===== src/rtl/m1553_timing_pkg.sv =====
// Shared types and default cycle counts for the MIL-STD-1553 bus-controller timing sequencer.
// Cycle defaults assume a 100 MHz clock.
package m1553_timing_pkg;

  typedef enum logic [2:0] {
    IDLE      = 3'd0,
    TX        = 3'd1,
    WAIT_RESP = 3'd2,
    RX        = 3'd3,
    GAP       = 3'd4
  } state_e;

  typedef enum logic [2:0] {
    RESP_NONE    = 3'd0,
    RESP_OK      = 3'd1,
    RESP_EARLY   = 3'd2,
    RESP_LATE    = 3'd3,
    RESP_NO_RESP = 3'd4
  } m1553_resp_e;

  localparam int unsigned DefRespMinCycles = 400;
  localparam int unsigned DefRespMaxCycles = 1200;
  localparam int unsigned DefTimeoutCycles = 1400;
  localparam int unsigned DefMinGapCycles  = 400;

  // Status-sync arrival time to response class, from the window flags of the response timer.
  function automatic m1553_resp_e classify_resp(input logic below_min, input logic in_window);
    if (below_min) begin
      return RESP_EARLY;
    end
    if (in_window) begin
      return RESP_OK;
    end
    return RESP_LATE;
  endfunction

endpackage


===== src/rtl/m1553_timer.sv =====
// Saturating elapsed-cycle timer with terminal, penultimate and single-range flags.
// Count is 0 on the first cycle after a clear and holds at MaxValue, so it never wraps.
module m1553_timer #(
  parameter int unsigned MaxValue   = 1400,
  parameter int unsigned RangeMin_1 = 1,
  parameter int unsigned RangeMax_1 = 1,
  localparam int unsigned Width     = $clog2(MaxValue + 1)
) (
  input  logic i_clk,
  input  logic i_rst,
  input  logic i_clear,
  output logic o_done,
  output logic o_last,
  output logic o_below_1,
  output logic o_in_range_1
);

  localparam logic [Width-1:0] MaxV  = Width'(MaxValue);
  localparam logic [Width-1:0] LastV = Width'(MaxValue - 1);
  localparam logic [Width-1:0] MinV  = Width'(RangeMin_1);
  localparam logic [Width-1:0] RMaxV = Width'(RangeMax_1);

  logic [Width-1:0] count;

  // NOTE: sequential state is written with non-blocking assignments only, so every
  // register samples pre-edge values and the simulation matches the synthesized flops.
  always_ff @(posedge i_clk) begin
    if (i_rst || i_clear) begin
      count <= '0;
    end else if (count != MaxV) begin
      count <= count + 1'b1;
    end
  end

  assign o_done       = (count == MaxV);
  assign o_last       = (count == LastV);
  assign o_below_1    = (count < MinV);
  assign o_in_range_1 = (count >= MinV) && (count <= RMaxV);

endmodule


===== src/rtl/m1553_bc_timing_ctrl.sv =====
// MIL-STD-1553 BC timing sequencer: gates transmit starts to honour the intermessage gap
// and classifies RT status response time as early, in-window, late or absent.
module m1553_bc_timing_ctrl
  import m1553_timing_pkg::*;
#(
  parameter int unsigned RespMinCycles = DefRespMinCycles,
  parameter int unsigned RespMaxCycles = DefRespMaxCycles,
  parameter int unsigned TimeoutCycles = DefTimeoutCycles,
  parameter int unsigned MinGapCycles  = DefMinGapCycles
) (
  input  logic       i_clk,
  input  logic       i_rst,
  input  logic       i_tx_req,
  input  logic       i_expect_resp,
  input  logic       i_tx_done,
  input  logic       i_rx_sync,
  input  logic       i_rx_done,
  output logic       o_tx_grant,
  output logic       o_busy,
  output logic       o_resp_valid,
  output logic [2:0] o_resp_status,
  output logic [2:0] o_state
);

  if (RespMinCycles >= RespMaxCycles) begin : g_chk_resp_order
    $fatal(1, "m1553_bc_timing_ctrl: RespMinCycles must be below RespMaxCycles");
  end
  if (RespMaxCycles >= TimeoutCycles) begin : g_chk_timeout_order
    $fatal(1, "m1553_bc_timing_ctrl: RespMaxCycles must be below TimeoutCycles");
  end
  if (MinGapCycles == 0) begin : g_chk_gap
    $fatal(1, "m1553_bc_timing_ctrl: MinGapCycles must be non-zero");
  end

  state_e      state;
  state_e      next_state;
  logic        state_change;
  logic        resp_pulse;
  m1553_resp_e resp_code;
  m1553_resp_e resp_status_q;

  logic resp_done;
  logic resp_last;
  logic resp_below_min;
  logic resp_in_window;
  logic gap_done;
  logic gap_last;
  logic gap_below;
  logic gap_in_range;
  logic timer_unused;

  // Both timers restart on every state entry, so the count is E for whichever state we are in.
  assign state_change = (next_state != state);

  m1553_timer #(
    .MaxValue  (TimeoutCycles),
    .RangeMin_1(RespMinCycles),
    .RangeMax_1(RespMaxCycles)
  ) u_resp_timer (
    .i_clk       (i_clk),
    .i_rst       (i_rst),
    .i_clear     (state_change),
    .o_done      (resp_done),
    .o_last      (resp_last),
    .o_below_1   (resp_below_min),
    .o_in_range_1(resp_in_window)
  );

  // GAP must last exactly MinGapCycles cycles (E = 0 .. MinGap-1), so it ends on the
  // penultimate count rather than the terminal one.
  m1553_timer #(
    .MaxValue  (MinGapCycles),
    .RangeMin_1(1),
    .RangeMax_1(MinGapCycles)
  ) u_gap_timer (
    .i_clk       (i_clk),
    .i_rst       (i_rst),
    .i_clear     (state_change),
    .o_done      (gap_done),
    .o_last      (gap_last),
    .o_below_1   (gap_below),
    .o_in_range_1(gap_in_range)
  );

  assign timer_unused = ^{resp_last, gap_done, gap_below, gap_in_range};

  // NOTE: every signal driven here gets a default first, so no path leaves it unassigned
  // and no latch is inferred.
  always_comb begin
    next_state = state;
    resp_pulse = 1'b0;
    resp_code  = resp_status_q;
    unique case (state)
      IDLE: begin
        if (i_tx_req && o_tx_grant) begin
          next_state = TX;
        end
      end
      TX: begin
        if (i_tx_done) begin
          if (i_expect_resp) begin
            next_state = WAIT_RESP;
          end else begin
            next_state = GAP;
            resp_pulse = 1'b1;
            resp_code  = RESP_NONE;
          end
        end
      end
      WAIT_RESP: begin
        // A sync on the timeout cycle still counts as a (late) response.
        if (i_rx_sync) begin
          next_state = RX;
          resp_pulse = 1'b1;
          resp_code  = classify_resp(resp_below_min, resp_in_window);
        end else if (resp_done) begin
          next_state = GAP;
          resp_pulse = 1'b1;
          resp_code  = RESP_NO_RESP;
        end
      end
      RX: begin
        if (i_rx_done) begin
          next_state = GAP;
        end
      end
      GAP: begin
        if (gap_last) begin
          next_state = IDLE;
        end
      end
      default: next_state = IDLE;
    endcase
  end

  // Outputs are registered from the next state, so grant is already high on the first IDLE cycle.
  always_ff @(posedge i_clk) begin
    if (i_rst) begin
      state         <= IDLE;
      o_tx_grant    <= 1'b1;
      o_busy        <= 1'b0;
      o_resp_valid  <= 1'b0;
      resp_status_q <= RESP_NONE;
    end else begin
      state         <= next_state;
      o_tx_grant    <= (next_state == IDLE);
      o_busy        <= (next_state != IDLE);
      o_resp_valid  <= resp_pulse;
      resp_status_q <= resp_code;
    end
  end

  assign o_resp_status = resp_status_q;
  assign o_state       = state;

endmodule


===== config.mk =====
export PLATFORM = sky130hd
export DESIGN_NAME = m1553_bc_timing_ctrl
export DESIGN_NICKNAME = d
export VERILOG_FILES = /design/src/rtl/m1553_timing_pkg.sv /design/src/rtl/m1553_timer.sv /design/src/rtl/m1553_bc_timing_ctrl.sv
export SDC_FILE = /design/constraint.sdc
export NUM_CORES = 1
export LEC_CHECK = 0
export CAP_MARGIN = 5
export CELL_PAD_IN_SITES_DETAIL_PLACEMENT = 0
export CELL_PAD_IN_SITES_GLOBAL_PLACEMENT = 1
export CORE_MARGIN = 4
export CORE_UTILIZATION = 47
export DETAILED_ROUTE_END_ITERATION = 8
export PLACE_DENSITY_LB_ADDON = 0.1
export SLEW_MARGIN = 10
export SYNTH_ARGS = -nofsm -noshare
export SYNTH_HDL_FRONTEND = slang
export SYNTH_SLANG_ARGS = --single-unit

===== constraint.sdc =====
create_clock -name i_clk -period 3.8 [get_ports i_clk]
set_input_delay 0.76 -clock i_clk [delete_from_list [all_inputs] [get_ports i_clk]]
set_output_delay 0.76 -clock i_clk [all_outputs]
set_load 0.01 [all_outputs]

==> reports/results.ini <==
[floorplan]
die_x_um = 67.88
coreArea_um2 = 3390
pin_count = 16
dieArea_um2 = 4608
die_h_um = 67.88
initial_core_util_pct = 49.72
num_rows = 21

[logic_synthesis]
yosys_warnings = 0
synth_area_per_cell_um2 = 9.363
synth-seq-cells = 29
synth_edf_count = 0
synthFlopType = dfxtp_1
yosysTopAreaCellShare_pct = 34.45
netlist_top_cells_area = dfxtp_1 34%, xnor2_1 5.7%, nor4_1 5.6%, nor4_2 3.7%, ha_1 3.0%
seq_area_frac_synth_pct = 34.45
syn-instance-count = 180
synth_cell_types = 47
synth_nets = 191
yosys.area.top_type = dfxtp_1
synthArstFlopShare_pct = 0
syn_area_um2 = 1685

[cts]
ctsHoldBuffers = 0
clock_sinks = 29
path_clk_slew_ps = 90
clk_latency_ps = 330
cts_setup_buffers = 0
cts-root-buf = clkbuf_4
cts_tree = built
cts_max_level = 2
cts_buffer_depth = 2
post_cts_resized = 0
cts_made_buffers = 5

[layout]
design_area_um2 = 1892
fillers = 296
final_cell_mix = 29 x dfxtp_1, 15 x nor4_1, 15 x clkdlybuf4s50_1
final_common_cell = dfxtp_1
area_delta_synth_final_pct = 12.25
regArea_um2 = 580.6
final_cells = 239
finalNetCount = 204
antennaDiodeCount = 0
drive_above_1_share_pct = 12.95
multiInputGateArea_um2 = 1007

[timing]
setup_tns_ps = 0
fmax_mhz = 425.5
slew_viol_final = 0
fin_worst_skew_ps = 7.917
min_period_over_period_pct = 61.85
rsz0062_at_grt = no
setup_viol = 0
fin_crit_ps = 2350
worst_hold_slack_ps = 458.9
hold_viol = 0
relSlewSlack_pct = 43.55
tightest_slew_ps = 846.8

[power_and_ir_drop]
power.density_nw_per_um2 = 372.1
peakVddDrop_uv = 197.2
p_leak_uw = 0.0006321

[place]
place_hpwl_um = 2499
gp_congestion = 0.7791
io_buffers = 15
placed_area_um2 = 1837
dp.cells = 232

[hold_path]
min_to = o_resp_status[2]$_SDFFE_PP0P_
hp-class = flip-flop to flip-flop
min_from = o_resp_status[2]$_SDFFE_PP0P_
worstHoldPathCells = 2

[setup_path]
cp_max_fo = 16
r2r_setup_slack_ps = 1660
r2r_end = u_gap_timer.count[5]$_SDFFE_PP0P_
startpoint_type = flip-flop
reg2reg_from = o_state[1]$_SDFF_PP0_
worstPathRequired_ps = 3040
crit_buf_inv = 1
worst_r2r_path_depth = 4
path_cells = clkdlybuf4s50_1
crit_type = flip-flop to output port
critPathCaptureType = output port
cp_top_family = flip-flops
crit_slowest_cell = dfxtp_1
crit_arrival_ps = 1590
max_stage_delay_ps = 630

[detailed_routing]
dr.pass1.iters = 4
wl_um = 3615
vias = 1389
wl_per_cell_um = 15.13
drc = 0
vias_per_cell = 5.812
ant_nets = 0
drt_iter0_markers = 100

[grt]
grt_pass1_vias = 1359
antenna_found_initial = 0
grt_max_degree = 21
grt_pass1_wl_um = 6313
globalRouteOverflowTotal = 0
track_usage_pct = 18.09

[status]
status = finished clean

[job]
drv_cap = 0

## logic make-up after synthesis
kind of cell,Yosys count,share of synthesized area [%]
and+or+nand+nor,83,34.82
AOI/OAI and AO/OA,29,12.99
DFF,29,34.45
buffers and inverters,18,5.790
xor gates and xnor gates,15,7.795
adders and majority gates,4,2.970
muxes,2,1.188
## cell type report
type                       instances  area share (%)
clock buffer                       7           2.910
timing repair buffer              17           8.730
tap                               46           3.042
sequential                        29           30.69
multi-input combinational        133           53.24
inverter                           7           1.389
## sequential cells by signal, summed over array words and instances (netlist names)
| name | count |
|---|---|
| o_busy | 1 |
| o_resp_status | 3 |
| o_resp_valid | 1 |
| o_state | 3 |
| o_tx_grant | 1 |
| u_gap_timer.count | 9 |
| u_resp_timer.count | 11 |
## metrics by stage
step           util, %  worst slack (ps)  total power (µW)
5_1_grt          55.81              1347             745.7
3_5_place_dp     54.19              1117             519.8
4_1_cts          55.81              1453             713.3
3_3_place_gp     54.19              1154             514.4
2_1_floorplan        -              1855             463.6
6_report         55.81              1450             704.0
## cells in the mapped netlist (2+ instances only)
cell,number
a311oi_1,2
nand2_1,5
o2bb2ai_1,2
nor3_1,4
xnor2_1,11
inv_1,7
dfxtp_1,29
nor3b_1,4
o21ai_0,4
nor2b_1,8
clkbuf_1,5
and3_1,4
buf_4,2
mux2i_1,2
nor4_2,5
a211oi_1,4
nor4_1,15
a21oi_1,6
buf_6,3
nor2_1,9
a31o_2,2
nand3b_1,2
ha_1,4
and3b_1,2
nand3_1,7
xor2_1,4
a31oi_1,3
nand4_1,4
nor4bb_1,2
nand2b_1,2
## layer usage
layer	track usage [%]	share of wire, %	vias up
li1	-	-	699
met2	30.38	47	30
met3	5.090	5.1	5
met5	0	0	-
met4	5.211	1.4	0
met1	22.56	46	655
## report_power, final
group          total, µW  internal, µW  switching, µW
Combinational        160          75.8           84.6
Sequential           352           325           27.5
Clock                191          87.2            104
Total                704           488            216
## worst max-delay path by stage
stage	startpoint	to	slack, ps	depth (start not counted)
final	o_state[0]$_SDFF_PP0_	o_state[0]	1450	1
after global routing	i_rx_sync	u_gap_timer.count[5]$_SDFFE_PP0P_	1350	5
after CTS	o_state[0]$_SDFF_PP0_	o_state[0]	1450	1
after detailed placement	i_rx_sync	u_gap_timer.count[5]$_SDFFE_PP0P_	1120	6
after global placement	i_rx_sync	u_gap_timer.count[8]$_SDFFE_PP0P_	1150	6
after floorplan	i_rx_sync	u_resp_timer.count[1]$_SDFFE_PP0N_	1850	5
## worst reg2reg max path, stage by stage (launching register included)
cell and delay [ps]:
dfxtp_1 560, nor3b_2 460, o31ai_1 170, and3_1 470
nor4_1 390
Power figures use the tool's default switching activity.
